File: src/rtl/uart_pkg.sv
// Shared types and constants for the UART transmit-queue slice.
package uart_pkg;

  localparam int UART_DATA_W = 8;

  typedef enum logic [1:0] {
    IDLE,
    REQ,
    WAIT_BUSY,
    WAIT_DONE
  } tx_q_state_t;

endpackage

File: src/rtl/uart_tx_queue_sync_fifo.sv
// Synchronous FIFO with a first-word-fall-through head; a push into a full
// FIFO is still accepted when a pop happens on the same edge.
module sync_fifo #(
  parameter int WIDTH = 8,
  parameter int DEPTH = 16
) (
  input  logic                     clk,
  input  logic                     reset,
  input  logic                     push,
  input  logic                     pop,
  input  logic [WIDTH-1:0]         wr_data,
  output logic [WIDTH-1:0]         head,
  output logic                     full,
  output logic                     empty,
  output logic [$clog2(DEPTH):0]   count
);

  localparam int AW = $clog2(DEPTH);

  logic [WIDTH-1:0] mem [DEPTH];
  logic [AW-1:0]    wr_ptr;
  logic [AW-1:0]    rd_ptr;
  logic [AW:0]      cnt;
  logic             push_ok;
  logic             pop_ok;

  assign full    = (cnt == (AW+1)'(DEPTH));
  assign empty   = (cnt == '0);
  assign count   = cnt;
  assign head    = mem[rd_ptr];
  assign pop_ok  = pop && !empty;
  assign push_ok = push && (!full || pop_ok);

  // Pointers are exactly AW bits so they wrap modulo DEPTH on their own.
  always_ff @(posedge clk) begin
    if (reset) begin
      wr_ptr <= '0;
      rd_ptr <= '0;
      cnt    <= '0;
    end else begin
      if (push_ok) wr_ptr <= wr_ptr + 1'b1;
      if (pop_ok)  rd_ptr <= rd_ptr + 1'b1;
      case ({push_ok, pop_ok})
        2'b10:   cnt <= cnt + 1'b1;
        2'b01:   cnt <= cnt - 1'b1;
        default: cnt <= cnt;
      endcase
    end
  end

  always_ff @(posedge clk) begin
    if (push_ok) mem[wr_ptr] <= wr_data;
  end

endmodule

File: src/rtl/uart_tx_queue.sv
// Byte queue in front of the UART transmitter: requests one frame at a time,
// pops on TX busy, and flags dropped writes and transmitters that never start.
module uart_tx_queue
  import uart_pkg::*;
#(
  parameter int SIZE         = UART_DATA_W,
  parameter int DEPTH        = 16,
  parameter int BUSY_TIMEOUT = 8
) (
  input  logic                    clk,
  input  logic                    reset,
  input  logic [SIZE-1:0]         wr_data,
  input  logic                    wr_en,
  output logic                    wr_full,
  output logic [$clog2(DEPTH):0]  wr_count,
  output logic [SIZE-1:0]         tx_data,
  output logic                    tx_rq,
  input  logic                    tx_busy,
  output logic                    overflow,
  output logic                    timeout_err,
  input  logic                    clr_err
);

  localparam int            TW         = $clog2(BUSY_TIMEOUT);
  localparam logic [TW-1:0] TIMER_LAST = TW'(BUSY_TIMEOUT - 1);

  tx_q_state_t      state;
  tx_q_state_t      next_state;
  logic [TW-1:0]    timer;
  logic [SIZE-1:0]  head;
  logic             fifo_empty;
  logic             pop;
  logic             rq_d;
  logic             load_d;
  logic             timer_clr;
  logic             timer_inc;
  logic             timeout_hit;
  logic             wr_drop;

  sync_fifo #(
    .WIDTH (SIZE),
    .DEPTH (DEPTH)
  ) u_fifo (
    .clk     (clk),
    .reset   (reset),
    .push    (wr_en),
    .pop     (pop),
    .wr_data (wr_data),
    .head    (head),
    .full    (wr_full),
    .empty   (fifo_empty),
    .count   (wr_count)
  );

  assign wr_drop = wr_en && wr_full && !pop;

  always_ff @(posedge clk) begin
    if (reset) state <= IDLE;
    else       state <= next_state;
  end

  always_comb begin
    next_state = state;
    case (state)
      IDLE:      if (!fifo_empty && !tx_busy) next_state = REQ;
      REQ:       next_state = WAIT_BUSY;
      WAIT_BUSY: begin
        if (tx_busy)                  next_state = WAIT_DONE;
        else if (timer == TIMER_LAST) next_state = IDLE;
      end
      WAIT_DONE: if (!tx_busy) next_state = IDLE;
      default:   next_state = IDLE;
    endcase
  end

  // The head byte is latched on the way into REQ so it is stable for the whole request.
  always_comb begin
    rq_d        = (state == REQ);
    load_d      = (state == IDLE) && (next_state == REQ);
    pop         = (state == WAIT_BUSY) && tx_busy;
    timer_clr   = (state == REQ);
    timer_inc   = (state == WAIT_BUSY) && !tx_busy;
    timeout_hit = timer_inc && (timer == TIMER_LAST);
  end

  always_ff @(posedge clk) begin
    if (reset) begin
      tx_rq       <= 1'b0;
      tx_data     <= '0;
      timer       <= '0;
      overflow    <= 1'b0;
      timeout_err <= 1'b0;
    end else begin
      tx_rq <= rq_d;
      if (load_d) tx_data <= head;
      if (timer_clr)      timer <= '0;
      else if (timer_inc) timer <= timer + 1'b1;
      if (wr_drop)      overflow <= 1'b1;
      else if (clr_err) overflow <= 1'b0;
      if (timeout_hit)  timeout_err <= 1'b1;
      else if (clr_err) timeout_err <= 1'b0;
    end
  end

endmodule

File: config.mk
export PLATFORM = sky130hd
export DESIGN_NAME = uart_tx_queue
export DESIGN_NICKNAME = d
export VERILOG_FILES = /design/src/rtl/uart_pkg.sv /design/src/rtl/uart_tx_queue_sync_fifo.sv /design/src/rtl/uart_tx_queue.sv
export SDC_FILE = /design/constraint.sdc
export NUM_CORES = 1
export LEC_CHECK = 0
export ABC_AREA = 1
export BUFFER_PORTS_ARGS = -buffer_cell sky130_fd_sc_hd__buf_2
export CAP_MARGIN = 25
export CELL_PAD_IN_SITES_DETAIL_PLACEMENT = 1
export CELL_PAD_IN_SITES_GLOBAL_PLACEMENT = 1
export CORE_ASPECT_RATIO = 2
export CORE_UTILIZATION = 35
export DETAILED_ROUTE_END_ITERATION = 16
export GPL_ROUTABILITY_DRIVEN = 0
export PLACE_DENSITY_LB_ADDON = 0.1
export SYNTH_ARGS = -nofsm -noshare
export SYNTH_HDL_FRONTEND = slang
export SYNTH_SLANG_ARGS = --single-unit
File: constraint.sdc
create_clock -name clk -period 2 [get_ports clk]
set_input_delay 0.1 -clock clk [delete_from_list [all_inputs] [get_ports clk]]
set_output_delay 0.1 -clock clk [all_outputs]
set_load 0.02 [all_outputs]
==> results_dict.tcl <==
set metrics [dict create \
    hold_depth 2 \
    post_cts_buffers 0 \
    grt_max_degree 63 \
    combPwrFrac 0.083 \
    period_share 0.9460 \
    via_count 4581 \
    finalPower_mw 7.981 \
    hold_viol 0 \
    synthesis.area_um2 6481 \
    routed_wirelength_mm 18.88 \
    drive_above_1_share 0.2031 \
    area_delta_synth_final_pct 21.35 \
    holdCritStartpoint "reset" \
    ios 30 \
    max_freq_ghz 0.5285 \
    drt_iter0_markers 291 \
    r2r-start "u_fifo.count[1]" \
    power_switching_mw 1.815 \
    ir_drop_uv 537.3 \
    mostFrequentLayoutCell "edfxtp_1" \
    r2r-end "u_fifo.mem[1][5]" \
    fin_crit_ns 1.892 \
    synth-edff-count 128 \
    cp-end-kind "register" \
    drc 0 \
    yosys_warnings 0 \
    slew_violations 0 \
    p_per_area_nw_per_um2 1015 \
    clk_latency_ns 0.43 \
    num_antenna_cells 0 \
    whs_ns 0.03698 \
    tritoncts "yes" \
    cts_made_buffers 17 \
    cts_root_buffer "clkbuf_16" \
    synth_seq_area_share 0.6826 \
    avgViaCountPerCell 5.352 \
    worst_slack_ns 0.1080 \
    die_w_um 98.23 \
    required_ns 2.13 \
    worstPathArrival_ns 2.03 \
    rrSetupSlack_ns 0.11 \
    dp_slack_ns 0.06046 \
    die_h_um 194.4 \
    internal_power_mw 6.166 \
    synthCells 558 \
    crit_type "register to register" \
    worstMarginPinSlew_ns 0.4630 \
    holdCritPathClass "input pin to register" \
    dp_hpwl_mm 13.13 \
    swShare 0.2274 \
    clk_pin_slew_worst_paths_ns 0.06 \
    layout.nets 648 \
    crit_fanout 7 \
    clock_skew_ns 0.01306 \
    syn_area_per_cell_um2 11.62 \
    seqPwrFrac 0.458 \
    r2r_cells 8 \
    first_pass_iters 4 \
    layout_common_cells "128 x edfxtp_1, 90 x nor2_1, 70 x o21ai_0, 48 x nand2_1, 42 x buf_4" \
    leakage_nw 2.941 \
    h-tree-depth 4 \
    async_flop_share 0 \
    grt_pass1_vias 4940 \
    clk_path_buf_depth 2 \
    synth_cell_types 37 \
    grt_setup_unrepaired "true" \
    core_area_um2 18220 \
    overflow 0 \
    initial_core_util 0.3558 \
    grt_pass1_wl_mm 29.07 \
    antenna_found_initial 0 \
    setup_viol_count_final 0 \
    rows 70 \
    ant_nets 0 \
    ys_ff_latch 157 \
    grtUsageTotal 0.2104 \
    synth_ff_type "edfxtp_1" \
    clock-sinks 157 \
    maxCapViolCount 0 \
    die_area_um2 19100 \
    startpoint "u_fifo.count[1]" \
    wire_per_inst_um 22.05 \
    syn_nets 579 \
    cp-endpoint "u_fifo.mem[1][5]" \
    cp-start-kind "register" \
    outcome "complete, no violations" \
    power_frac_clock 0.459 \
    io_buffers 29 \
    relSlewSlack 0.6894 \
]
-- worst min path at each step --
stage / end
after floorplan: u_fifo.mem[0][0]
after global placement: timeout_err
after detailed placement: timeout_err
after CTS: tx_rq
after global routing: state[0]
final: tx_rq
-- cell families after synthesis --
family	share of synthesized area
AO/OA/AOI/OAI	0.1378
flip-flops	0.6826
adder cells (fa/ha/maj)	0.01544
buffers and inverters	0.04537
XOR/XNOR	0.002703
AND/OR/NAND/NOR	0.1160
-- stage by stage --
| stage | setup TNS [ns] | utilization | cell area, um^2 | instances |
|---|---|---|---|---|
| 6_report | 0 | 0.4317 | 7865 | 856 |
| 5_1_grt | -0.05478 | 0.4317 | 7865 | 856 |
| 3_3_place_gp | 0 | 0.3931 | 7161 | 822 |
| 3_5_place_dp | 0 | 0.3931 | 7161 | 822 |
| 4_1_cts | 0 | 0.4308 | 7848 | 856 |
| 2_1_floorplan | 0 | - | 6481 | 558 |
-- power groups by stage --
| stage | registers, mW | clock network (mW) | logic [mW] |
|---|---|---|---|
| 5_1_grt | 3.67 | 3.83 | 0.730 |
| 6_report | 3.66 | 3.66 | 0.663 |
| 4_1_cts | 3.65 | 3.73 | 0.678 |
| 2_1_floorplan | 3.76 | 0 | 0.322 |
| 3_5_place_dp | 3.72 | 0 | 0.672 |
| 3_3_place_gp | 3.72 | 0 | 0.656 |
-- state kept, by name, indices dropped and copies added (netlist names) --
signal         cells
tx_data            8
state              2
u_fifo.count       5
timer              3
overflow           1
u_fifo.wr_ptr      4
u_fifo.mem       128
u_fifo.rd_ptr      4
timeout_err        1
tx_rq              1
-- synth_stat cells (all sizes together) (10+ instances only) --
library cell / n / area (um^2)
edfxtp: 128 / 3844
nor2: 96 / 381.6
o21ai: 81 / 405.4
nand2: 52 / 207.7
inv: 42 / 157.6
dfxtp: 29 / 580.6
a21oi: 23 / 130.1
o221ai: 22 / 192.7
clkbuf: 19 / 71.32
nand3: 14 / 95.09
o211ai: 11 / 87.58
o22ai: 10 / 62.56
-- per-layer routing --
metal / vias up / global-route usage / share of wire
met5: - / 0 / 0
met4: 0 / 0.1056 / 0.040
met3: 32 / 0.03919 / 0.030
met2: 114 / 0.4108 / 0.58
met1: 2295 / 0.2049 / 0.35
li1: 2140 / - / -
-- worst max-delay path, stage by stage, from the launching register on --
cell and delay (ns):
dfxtp_1 0.41, nor2_2 0.08, nand3_4 0.09, buf_4 0.15, nand2_4 0.09, a21oi_4 0.21, nand2_1 0.17, nor2_1 0.21
buf_4 0.20
-- final cells by class --
type | count | area [um^2]
Multi-Input combinational cell | 331 | 1778
Sequential cell | 157 | 4428
Tap cell | 216 | 270.3
Timing Repair Buffer | 77 | 560.5
Fill cell | 1976 | 10350
Clock buffer | 17 | 425.4
Inverter | 43 | 161.4
Clock inverter | 15 | 241.5
-- repair_timing --
| item | in CTS | in global routing |
|---|---|---|
| hold endpoints to repair | 2 | 0 |
| resized for setup | 0 | 7 |
| setup endpoints to repair | 0 | 47 |
| hold buffers | 2 | 0 |
Note: power is estimated with default switching activity, not from simulation.
